### config.mk
export PLATFORM = sky130hd
export DESIGN_NAME = store_buffer_flat
export DESIGN_NICKNAME = d
export VERILOG_FILES = /design/src/rtl/store_buffer_if.sv /design/src/rtl/store_buffer.sv /design/src/flat_wrapper.sv
export SDC_FILE = /design/constraint.sdc
export NUM_CORES = 1
export LEC_CHECK = 0
export CORE_UTILIZATION = 51
export DETAILED_ROUTE_END_ITERATION = 10
export GPL_TIMING_DRIVEN = 0
export PLACE_DENSITY = 0.77
export SYNTH_ARGS = -nofsm -noshare
export SYNTH_HDL_FRONTEND = slang
export SYNTH_SLANG_ARGS = --single-unit
### constraint.sdc
create_clock -name clk -period 2.4 [get_ports clk]
set_clock_uncertainty 0.2 [all_clocks]
set_input_delay 0.48 -clock clk [delete_from_list [all_inputs] [get_ports clk]]
set_output_delay 0.48 -clock clk [all_outputs]
set_load 0.01 [all_outputs]
### src/rtl/store_buffer_if.sv
// rtl/store_buffer_if.sv - store, load-check and memory write-port bundle for store_buffer
//
// Purpose: groups the core-facing store/load handshake and the memory-facing
// write port of the store buffer into one bundle.
// Signals:
//   st_valid/st_ready/st_addr/st_data/st_size  store push handshake
//   ld_valid/ld_addr/ld_hazard                 load-versus-pending-store check
//   mem_hold/mem_write/mem_addr/mem_wdata/mem_size  drain to data_memory
// Modports:
//   master  core/memory side (drives stores, loads and mem_hold)
//   slave   store buffer side
interface store_buffer_if #(
  parameter int AW = 32,
  parameter int DW = 32
);
  logic          st_valid;
  logic          st_ready;
  logic [AW-1:0] st_addr;
  logic [DW-1:0] st_data;
  logic [1:0]    st_size;

  logic          ld_valid;
  logic [AW-1:0] ld_addr;
  logic          ld_hazard;

  logic          mem_hold;
  logic          mem_write;
  logic [AW-1:0] mem_addr;
  logic [DW-1:0] mem_wdata;
  logic [1:0]    mem_size;

  modport master (
    output st_valid, st_addr, st_data, st_size,
    input  st_ready,
    output ld_valid, ld_addr,
    input  ld_hazard,
    output mem_hold,
    input  mem_write, mem_addr, mem_wdata, mem_size
  );

  modport slave (
    input  st_valid, st_addr, st_data, st_size,
    output st_ready,
    input  ld_valid, ld_addr,
    output ld_hazard,
    input  mem_hold,
    output mem_write, mem_addr, mem_wdata, mem_size
  );
endinterface

### src/rtl/store_buffer.sv
// rtl/store_buffer.sv - FIFO write buffer between the store path and data_memory
//
// Purpose: queues stores (address, data, size) and drains one per cycle into
// the data_memory write port, in push order. Loads whose address matches any
// pending store raise ld_hazard so the pipeline stalls instead of reading
// stale memory.
// Ports:
//   clk       rising-edge clock
//   rst_n     asynchronous active-low reset; discards all pending stores
//   bus       store_buffer_if.slave (store push, load check, memory port)
//   count     occupied entries, $clog2(DEPTH)+1 bits
//   empty     no pending stores
//   full      count == DEPTH; st_ready is low
//   err_size  sticky flag: a reserved store size (2'b11) was presented
module store_buffer #(
  parameter int DEPTH = 4,
  parameter int AW    = 32,
  parameter int DW    = 32
) (
  input  logic                     clk,
  input  logic                     rst_n,
  store_buffer_if.slave            bus,
  output logic [$clog2(DEPTH):0]   count,
  output logic                     empty,
  output logic                     full,
  output logic                     err_size
);

  localparam int PW = $clog2(DEPTH);
  localparam int CW = PW + 1;
  localparam logic [1:0] SIZE_RSVD = 2'b11;

  logic [AW-1:0] addr_q  [DEPTH];
  logic [DW-1:0] data_q  [DEPTH];
  logic [1:0]    size_q  [DEPTH];
  logic          valid_q [DEPTH];

  logic [PW-1:0] wr_ptr;
  logic [PW-1:0] rd_ptr;
  logic [CW-1:0] count_q;
  logic          err_q;

  logic          is_empty;
  logic          is_full;
  logic          accept;
  logic          push;
  logic          pop;
  logic          hazard;

  assign is_empty = (count_q == '0);
  assign is_full  = (count_q == CW'(DEPTH));

  // A store is accepted on the handshake; reserved sizes are accepted (so the
  // core does not hang) but never enqueued.
  assign accept = bus.st_valid && !is_full;
  assign push   = accept && (bus.st_size != SIZE_RSVD);
  // Pop coincides with the memory sampling the write at this edge.
  assign pop    = !is_empty && !bus.mem_hold;

  // Hazard scan over every valid entry, head included even when it pops in
  // this cycle; the store on st_* this cycle is deliberately not compared.
  always_comb begin
    hazard = 1'b0;
    for (int i = 0; i < DEPTH; i++) begin
      if (valid_q[i] && (addr_q[i] == bus.ld_addr)) begin
        hazard = 1'b1;
      end
    end
  end

  always_ff @(posedge clk or negedge rst_n) begin
    if (!rst_n) begin
      for (int i = 0; i < DEPTH; i++) begin
        addr_q[i]  <= '0;
        data_q[i]  <= '0;
        size_q[i]  <= '0;
        valid_q[i] <= 1'b0;
      end
    end else begin
      // A pop and a push never target the same slot in one cycle: a push
      // needs !full, so wr_ptr differs from rd_ptr whenever both happen.
      if (pop) begin
        valid_q[rd_ptr] <= 1'b0;
      end
      if (push) begin
        addr_q[wr_ptr]  <= bus.st_addr;
        data_q[wr_ptr]  <= bus.st_data;
        size_q[wr_ptr]  <= bus.st_size;
        valid_q[wr_ptr] <= 1'b1;
      end
    end
  end

  // Pointers wrap naturally because DEPTH is a power of two.
  always_ff @(posedge clk or negedge rst_n) begin
    if (!rst_n) begin
      wr_ptr  <= '0;
      rd_ptr  <= '0;
      count_q <= '0;
    end else begin
      if (push) begin
        wr_ptr <= wr_ptr + 1'b1;
      end
      if (pop) begin
        rd_ptr <= rd_ptr + 1'b1;
      end
      case ({push, pop})
        2'b10:   count_q <= count_q + 1'b1;
        2'b01:   count_q <= count_q - 1'b1;
        default: count_q <= count_q;
      endcase
    end
  end

  always_ff @(posedge clk or negedge rst_n) begin
    if (!rst_n) begin
      err_q <= 1'b0;
    end else if (accept && (bus.st_size == SIZE_RSVD)) begin
      err_q <= 1'b1;
    end
  end

  assign bus.st_ready  = !is_full;
  assign bus.ld_hazard = bus.ld_valid && hazard;
  assign bus.mem_write = pop;
  assign bus.mem_addr  = is_empty ? '0 : addr_q[rd_ptr];
  assign bus.mem_wdata = is_empty ? '0 : data_q[rd_ptr];
  assign bus.mem_size  = is_empty ? '0 : size_q[rd_ptr];

  assign count    = count_q;
  assign empty    = is_empty;
  assign full     = is_full;
  assign err_size = err_q;

endmodule

### src/flat_wrapper.sv
// flat-port wrapper written by rule: the top's interface ports become plain ports
module store_buffer_flat 
#(
  parameter int DEPTH = 4,
  parameter int AW    = 32,
  parameter int DW    = 32
)
  (clk, rst_n, count, empty, full, err_size, bus_st_valid, bus_st_addr, bus_st_data, bus_st_size, bus_st_ready, bus_ld_valid, bus_ld_addr, bus_ld_hazard, bus_mem_hold, bus_mem_write, bus_mem_addr, bus_mem_wdata, bus_mem_size);
  store_buffer_if #(.AW(AW), .DW(DW)) bus_i ();
  input  logic clk;
  input  logic rst_n;
  output logic [$clog2(DEPTH):0] count;
  output logic empty;
  output logic full;
  output logic err_size;
  input wire logic [$bits(bus_i.st_valid)-1:0] bus_st_valid;
  input wire logic [$bits(bus_i.st_addr)-1:0] bus_st_addr;
  input wire logic [$bits(bus_i.st_data)-1:0] bus_st_data;
  input wire logic [$bits(bus_i.st_size)-1:0] bus_st_size;
  output wire logic [$bits(bus_i.st_ready)-1:0] bus_st_ready;
  input wire logic [$bits(bus_i.ld_valid)-1:0] bus_ld_valid;
  input wire logic [$bits(bus_i.ld_addr)-1:0] bus_ld_addr;
  output wire logic [$bits(bus_i.ld_hazard)-1:0] bus_ld_hazard;
  input wire logic [$bits(bus_i.mem_hold)-1:0] bus_mem_hold;
  output wire logic [$bits(bus_i.mem_write)-1:0] bus_mem_write;
  output wire logic [$bits(bus_i.mem_addr)-1:0] bus_mem_addr;
  output wire logic [$bits(bus_i.mem_wdata)-1:0] bus_mem_wdata;
  output wire logic [$bits(bus_i.mem_size)-1:0] bus_mem_size;
  assign bus_i.st_valid = bus_st_valid;
  assign bus_i.st_addr = bus_st_addr;
  assign bus_i.st_data = bus_st_data;
  assign bus_i.st_size = bus_st_size;
  assign bus_st_ready = bus_i.st_ready;
  assign bus_i.ld_valid = bus_ld_valid;
  assign bus_i.ld_addr = bus_ld_addr;
  assign bus_ld_hazard = bus_i.ld_hazard;
  assign bus_i.mem_hold = bus_mem_hold;
  assign bus_mem_write = bus_i.mem_write;
  assign bus_mem_addr = bus_i.mem_addr;
  assign bus_mem_wdata = bus_i.mem_wdata;
  assign bus_mem_size = bus_i.mem_size;
  store_buffer #(.DEPTH(DEPTH), .AW(AW), .DW(DW)) u_core (.clk(clk), .rst_n(rst_n), .bus(bus_i), .count(count), .empty(empty), .full(full), .err_size(err_size));
endmodule
* Yosys cells after proc, flatten, opt, wreduce, memory -nomap -nowiden
Cells that the tools add are included.
Word-level totals: register bits after elaboration 276, input bits 103, output and inout port bits 75
Operators by class: muxes and demuxes 30, reductions and logical operators 16, bitwise gates (word level) 5, add/subtract/negate cells 4, eq/ne operators 9, order comparisons 4
Operators with widths (count):
- $bwmux 128 | 2
- $mux 32 | 7
- $bmux 32 s2 | 2
- $eq 32x32->1 | 4
- $demux 32 s2 | 1
- $logic_and 1x1->1 | 11
- $bwmux 8 | 1
- $mux 2 | 4
- $mux 4 | 2
- $ge 3x3->1 const B | 2
- $lt 3x1->1 const B | 2
- $mux 1 | 6
- $not 2->3 | 2
- $pmux 3 s2 | 1
- $add 2x1->2 const B | 2
- $and 4x4->4 | 1
- $bmux 2 s2 | 1
- $demux 1 s2 | 2
- $demux 2 s2 | 1
- $eq 2x2->1 const B | 2
- $not 4->4 | 1
- $or 4x4->4 | 1
- $add 3x1->3 const B | 1
- $eq 3x3->1 const B | 1
- other kinds (6) | 8

* Longest topological paths before layout
depth after elaboration 10, depth in mapped cells 10, gate-level depth less buffers 10

* Worst setup path after synthesis
Ideal clock, no wire load.
path kind reg-to-reg, from register u_core.count_q[0], in the netlist u_core.count[0], to register u_core.count_q[2], in the netlist u_core.count[2], data arrival time 2.273 ns, library setup time 0.079 ns, data required time 2.121 ns, setup slack -0.152 ns, clock period less this slack 2.552 ns, stages on the path, launching flop included 10, cell sequence dfrtp_1 nor3_1 clkbuf_1 nor2_1 ha_1 inv_1 fa_1 xor2_1 nor2_1 xor2_1
On the way: elaborated cells between the ends (all ways) 13
RTL lines:
- start: declaration | line store_buffer.sv:40 | logic [CW-1:0] count_q;
- start signal: assignment | line store_buffer.sv:108 | 2'b10: count_q <= count_q + 1'b1;
- start signal: assignment | line store_buffer.sv:109 | 2'b01: count_q <= count_q - 1'b1;
- start signal: assignment | line store_buffer.sv:110 | default: count_q <= count_q;
- $logic_not 3->1 (*) | line store_buffer.sv:50 | assign is_empty = (count_q == '0);
- $logic_not 1->1 (*) | line store_buffer.sv:58 | assign pop = !is_empty && !bus.mem_hold;
- $logic_and 1x1->1 (*) | line store_buffer.sv:58
- via bus_mem_write | line flat_wrapper.sv:25 | output wire logic [$bits(bus_i.mem_write)-1:0] bus_mem_write;
- $eq 2x1->1 or $eq 2x2->1 (tied branches) | line store_buffer.sv:107 | case ({push, pop})
- $pmux 3 s2 or $reduce_bool 2->1 (tied branches)
Mark *: on every way through the listed nets, which the timed path passes. The rest lies on a longest branch. A chain may end at the register's enable or synchronous reset.

* Final worst setup path
from register u_core.addr_q[66] (netlist name), to output bus_ld_hazard
On the way: longest elaborated chain between the ends 6
RTL lines:
- start: declaration | line store_buffer.sv:33 | logic [AW-1:0] addr_q [DEPTH];
- start signal: indexed assignment | line store_buffer.sv:86 | addr_q[wr_ptr] <= bus.st_addr;
- $eq 32x32->1 | line store_buffer.sv:65 | if (valid_q[i] && (addr_q[i] == bus.ld_addr)) begin
- $logic_and 1x1->1 | line store_buffer.sv:65
- $mux 1 (3 in a row) | line store_buffer.sv:65
- $logic_and 1x1->1 | line store_buffer.sv:124 | assign bus.ld_hazard = bus.ld_valid && hazard;
- end: declaration | line flat_wrapper.sv:23 | output wire logic [$bits(bus_i.ld_hazard)-1:0] bus_ld_hazard;
No other way between the ends.

==> impl_metrics.json <==
{
  "grt_setup_unrepaired": "true",
  "fin_setup_tns_ns": -31.97,
  "place_inst": 1508,
  "via_per_inst": 5.67,
  "timing_hold_violations_final": 0,
  "power_mw": 29.7,
  "grt_pass1_wl_mm": 57.5,
  "timing.critical_path.from_type": "register",
  "synth_flop_cell": "sky130_fd_sc_hd__dfrtp_1",
  "io_buffers": 177,
  "path_class": "reg2out",
  "post-place-ws_ns": -1.33,
  "globalRouteTotalUtil_pct": 26.5,
  "synth_largest_area_cell": "sky130_fd_sc_hd__dfrtp_1",
  "cts-buffers-inserted": 30,
  "final_nets": 1344,
  "dp.final_hpwl_mm": 25.1,
  "critPathRequiredTime_ns": 1.72,
  "cts_tree": "yes",
  "post-route-worst-setup-slack_ns": -0.606,
  "run_status": "finished with violations",
  "postSynthRegisterBits": 276,
  "finalWeightedCongestion": 0.956,
  "sequential_to_total_area_share_from_yosys_stat_pct": 48.2,
  "synth.distinct_cells": 28,
  "finish.utilization_pct": 70.7,
  "setup_violations": 126,
  "min_path_type": "in2async",
  "syn_avg_cell_area_um2": 15.1,
  "power.density_cell_area_mw_per_mm2": 1520,
  "dieWidth_um": 170,
  "timing_max_transition_violations_final": 0,
  "power.leakage_nw": 9.05,
  "synth_edf_count": 0,
  "synth-warning-count": 0,
  "synth_top_cells_by_count": "sky130_fd_sc_hd__dfrtp_1 (276), sky130_fd_sc_hd__mux2_2 (148), sky130_fd_sc_hd__xor2_1 (126)",
  "cts-root-buf": "sky130_fd_sc_hd__clkbuf_16",
  "maximum_frequency_from_static_timing_analysis_mhz": 333,
  "final_antenna_violating_net_count": 0,
  "crit_fanout": 3,
  "detail_route.drc_violations": 0,
  "dieHeight_um": 170,
  "rrSetupSlack_ns": -0.13,
  "sink_count": 276,
  "instances_no_fill": 1631,
  "io_pins": 178,
  "syn-cell-area_mm2": 0.0143,
  "reg2reg_to": "u_core.count[2]",
  "relSlewSlack_pct": 60.5,
  "std_cell_rows": 61,
  "synthDominantCellAreaShare_pct": 48.2,
  "post-route-period-util_pct": 125,
  "areaGrowthSynthToFinish_pct": 36.5,
  "worst_skew_pair.late_latency_ns": 0.55,
  "fill_cells": 1772,
  "route.vias.total": 9249,
  "synthesis.instances": 951,
  "netlist_top_cells_area": "sky130_fd_sc_hd__dfrtp_1 (48%), sky130_fd_sc_hd__mux2_4 (12%), sky130_fd_sc_hd__mux2_2 (12%), sky130_fd_sc_hd__mux4_2 (10%), sky130_fd_sc_hd__xor2_1 (7.7%)",
  "yosysMostFrequentCell": "sky130_fd_sc_hd__dfrtp_1",
  "finalWirelength_mm": 39.4,
  "ys_async_sr_fraction_pct": 100,
  "cts_max_level": 1,
  "initial_utilization_pct": 51.8,
  "max_slew.worst_pin.slew_ns": 0.593,
  "final_period_minus_worst_setup_slack_ns": 3.01,
  "max_cap_viol_count": 0,
  "drtPass1Iterations": 5,
  "wire_per_inst_um": 24.2,
  "failing_checks": "negative setup slack",
  "worst_ir_drop_vdd_mv": 0.817,
  "layout-drive-gt1-share_pct": 52.3,
  "critical_path_arrival_ns": 2.33,
  "first_iter_violations": 600,
  "timing.critical_path.to_type": "output port",
  "grt_start_max_net_pins": 103,
  "cts.clk_slew.worst_paths_ns": 0.06,
  "antenna_diode_count": 0,
  "globalRouteOverflowTotal": 0,
  "number_of_nets_in_the_synthesized_netlist": 1064,
  "r2r_startpoint": "u_core.count[2]",
  "coreArea_mm2": 0.0277,
  "grt_pass1_vias": 9649,
  "ctsLongestPathBuffers": 3,
  "dieArea_mm2": 0.0288,
  "cells_on_worst_reg2reg_path": 13,
  "antenna_found_initial": 0
}
## repair_timing
item	4_1_cts	5_1_grt
gates cloned	6	14
pin swaps	23	14
setup endpoints to repair	80	296
hold endpoints to repair	74	0
hold buffers	1	0
gates resized for setup	525	123
buffers inserted	34	25
## state kept, by name, indices dropped and copies added, names as in the netlist
register         cells
u_core.data_q      128
u_core.err_size      1
u_core.addr_q      128
u_core.valid_q       4
u_core.wr_ptr        2
u_core.rd_ptr        2
u_core.count         3
u_core.size_q        8
## per-layer routing
layer  up-vias  part of all wire (%)  track usage, %
met5         -                     0               0
met2       336                    50            43.7
met3        80                   5.8            4.69
li1       3987                     -               -
met4         0                   3.3            8.42
met1      4846                    41            35.8
## placed cells by master, fill, tap and decap left out, types with 14 or more instances in the layout
cell type                         Yosys  layout
sky130_fd_sc_hd__buf_12               0      31
sky130_fd_sc_hd__buf_2               19      28
sky130_fd_sc_hd__buf_4                0      29
sky130_fd_sc_hd__buf_6               16      64
sky130_fd_sc_hd__clkbuf_16            0      47
sky130_fd_sc_hd__clkdlybuf4s50_1      0      75
sky130_fd_sc_hd__dfrtp_1            276     271
sky130_fd_sc_hd__dlygate4sd2_1        0      27
sky130_fd_sc_hd__mux2_2             148     133
sky130_fd_sc_hd__mux2_4             116     131
sky130_fd_sc_hd__mux4_2              66      66
sky130_fd_sc_hd__nand2_1             14      14
sky130_fd_sc_hd__nor2b_1             66      25
sky130_fd_sc_hd__nor2b_4              0      41
sky130_fd_sc_hd__nor4_2               0      16
sky130_fd_sc_hd__xor2_1             126     121
## metrics by stage
step | hold WS [ns] | instance area, µm²
global route | 0.309 | 19600
finish | 0.274 | 19600
floorplan | -0.0156 | 14300
detailed placement | 0.267 | 16600
CTS | 0.286 | 18600
global placement | 0.248 | 16600
## critical path: stages, from the launching register on
cell                      delay, ns
sky130_fd_sc_hd__dfrtp_1       0.41
sky130_fd_sc_hd__xor2_1        0.18
sky130_fd_sc_hd__nor4_2        0.44
sky130_fd_sc_hd__nand3_1       0.16
sky130_fd_sc_hd__nor3_2        0.20
sky130_fd_sc_hd__o41a_1        0.23
sky130_fd_sc_hd__buf_2         0.16
## layout make-up
cell class / count / area (µm²) / share of cell area (%)
Multi-Input combinational cell: 616 / 7690 / 39.3
Clock inverter: 8 / 65.1 / 0.332
Tap cell: 378 / 473 / 2.42
Sequential cell: 276 / 6910 / 35.3
Timing Repair Buffer: 251 / 2810 / 14.3
Buffer: 47 / 687 / 3.51
Clock buffer: 46 / 912 / 4.66
Inverter: 9 / 33.8 / 0.173
## worst max path at each step
stage                      start  slack (ns)           endpoint
3_3_place_gp               rst_n      -11.15  u_core.data_q[15]
3_5_place_dp     u_core.count[2]       -1.33   bus_mem_addr[14]
6_report       u_core.addr_q[66]       -0.61      bus_ld_hazard
5_1_grt        u_core.addr_q[26]       -0.59      bus_ld_hazard
4_1_cts         u_core.rd_ptr[0]       -0.54    bus_mem_addr[8]
2_1_floorplan   u_core.rd_ptr[0]       -0.03   bus_mem_addr[12]
## report_power, final
group	internal (mW)	total, mW	switching [mW]	leakage, nW
clock network	2.70	4.57	1.87	0.489
registers	7.06	8.96	1.91	3.29
logic	10.0	16.2	6.21	5.28
## kinds of logic after synthesis
group / after synthesis / share of synthesized area (%)
buffers and inverters: 59 / 2.55
flip-flops: 276 / 48.2
XOR/XNOR: 133 / 8.12
multiplexers: 331 / 34.2
AO/OA/AOI/OAI: 5 / 0.332
adder cells (fa/ha/maj): 10 / 0.925
AND/OR/NAND/NOR: 137 / 5.72
Note: power is estimated with default switching activity, not from simulation.
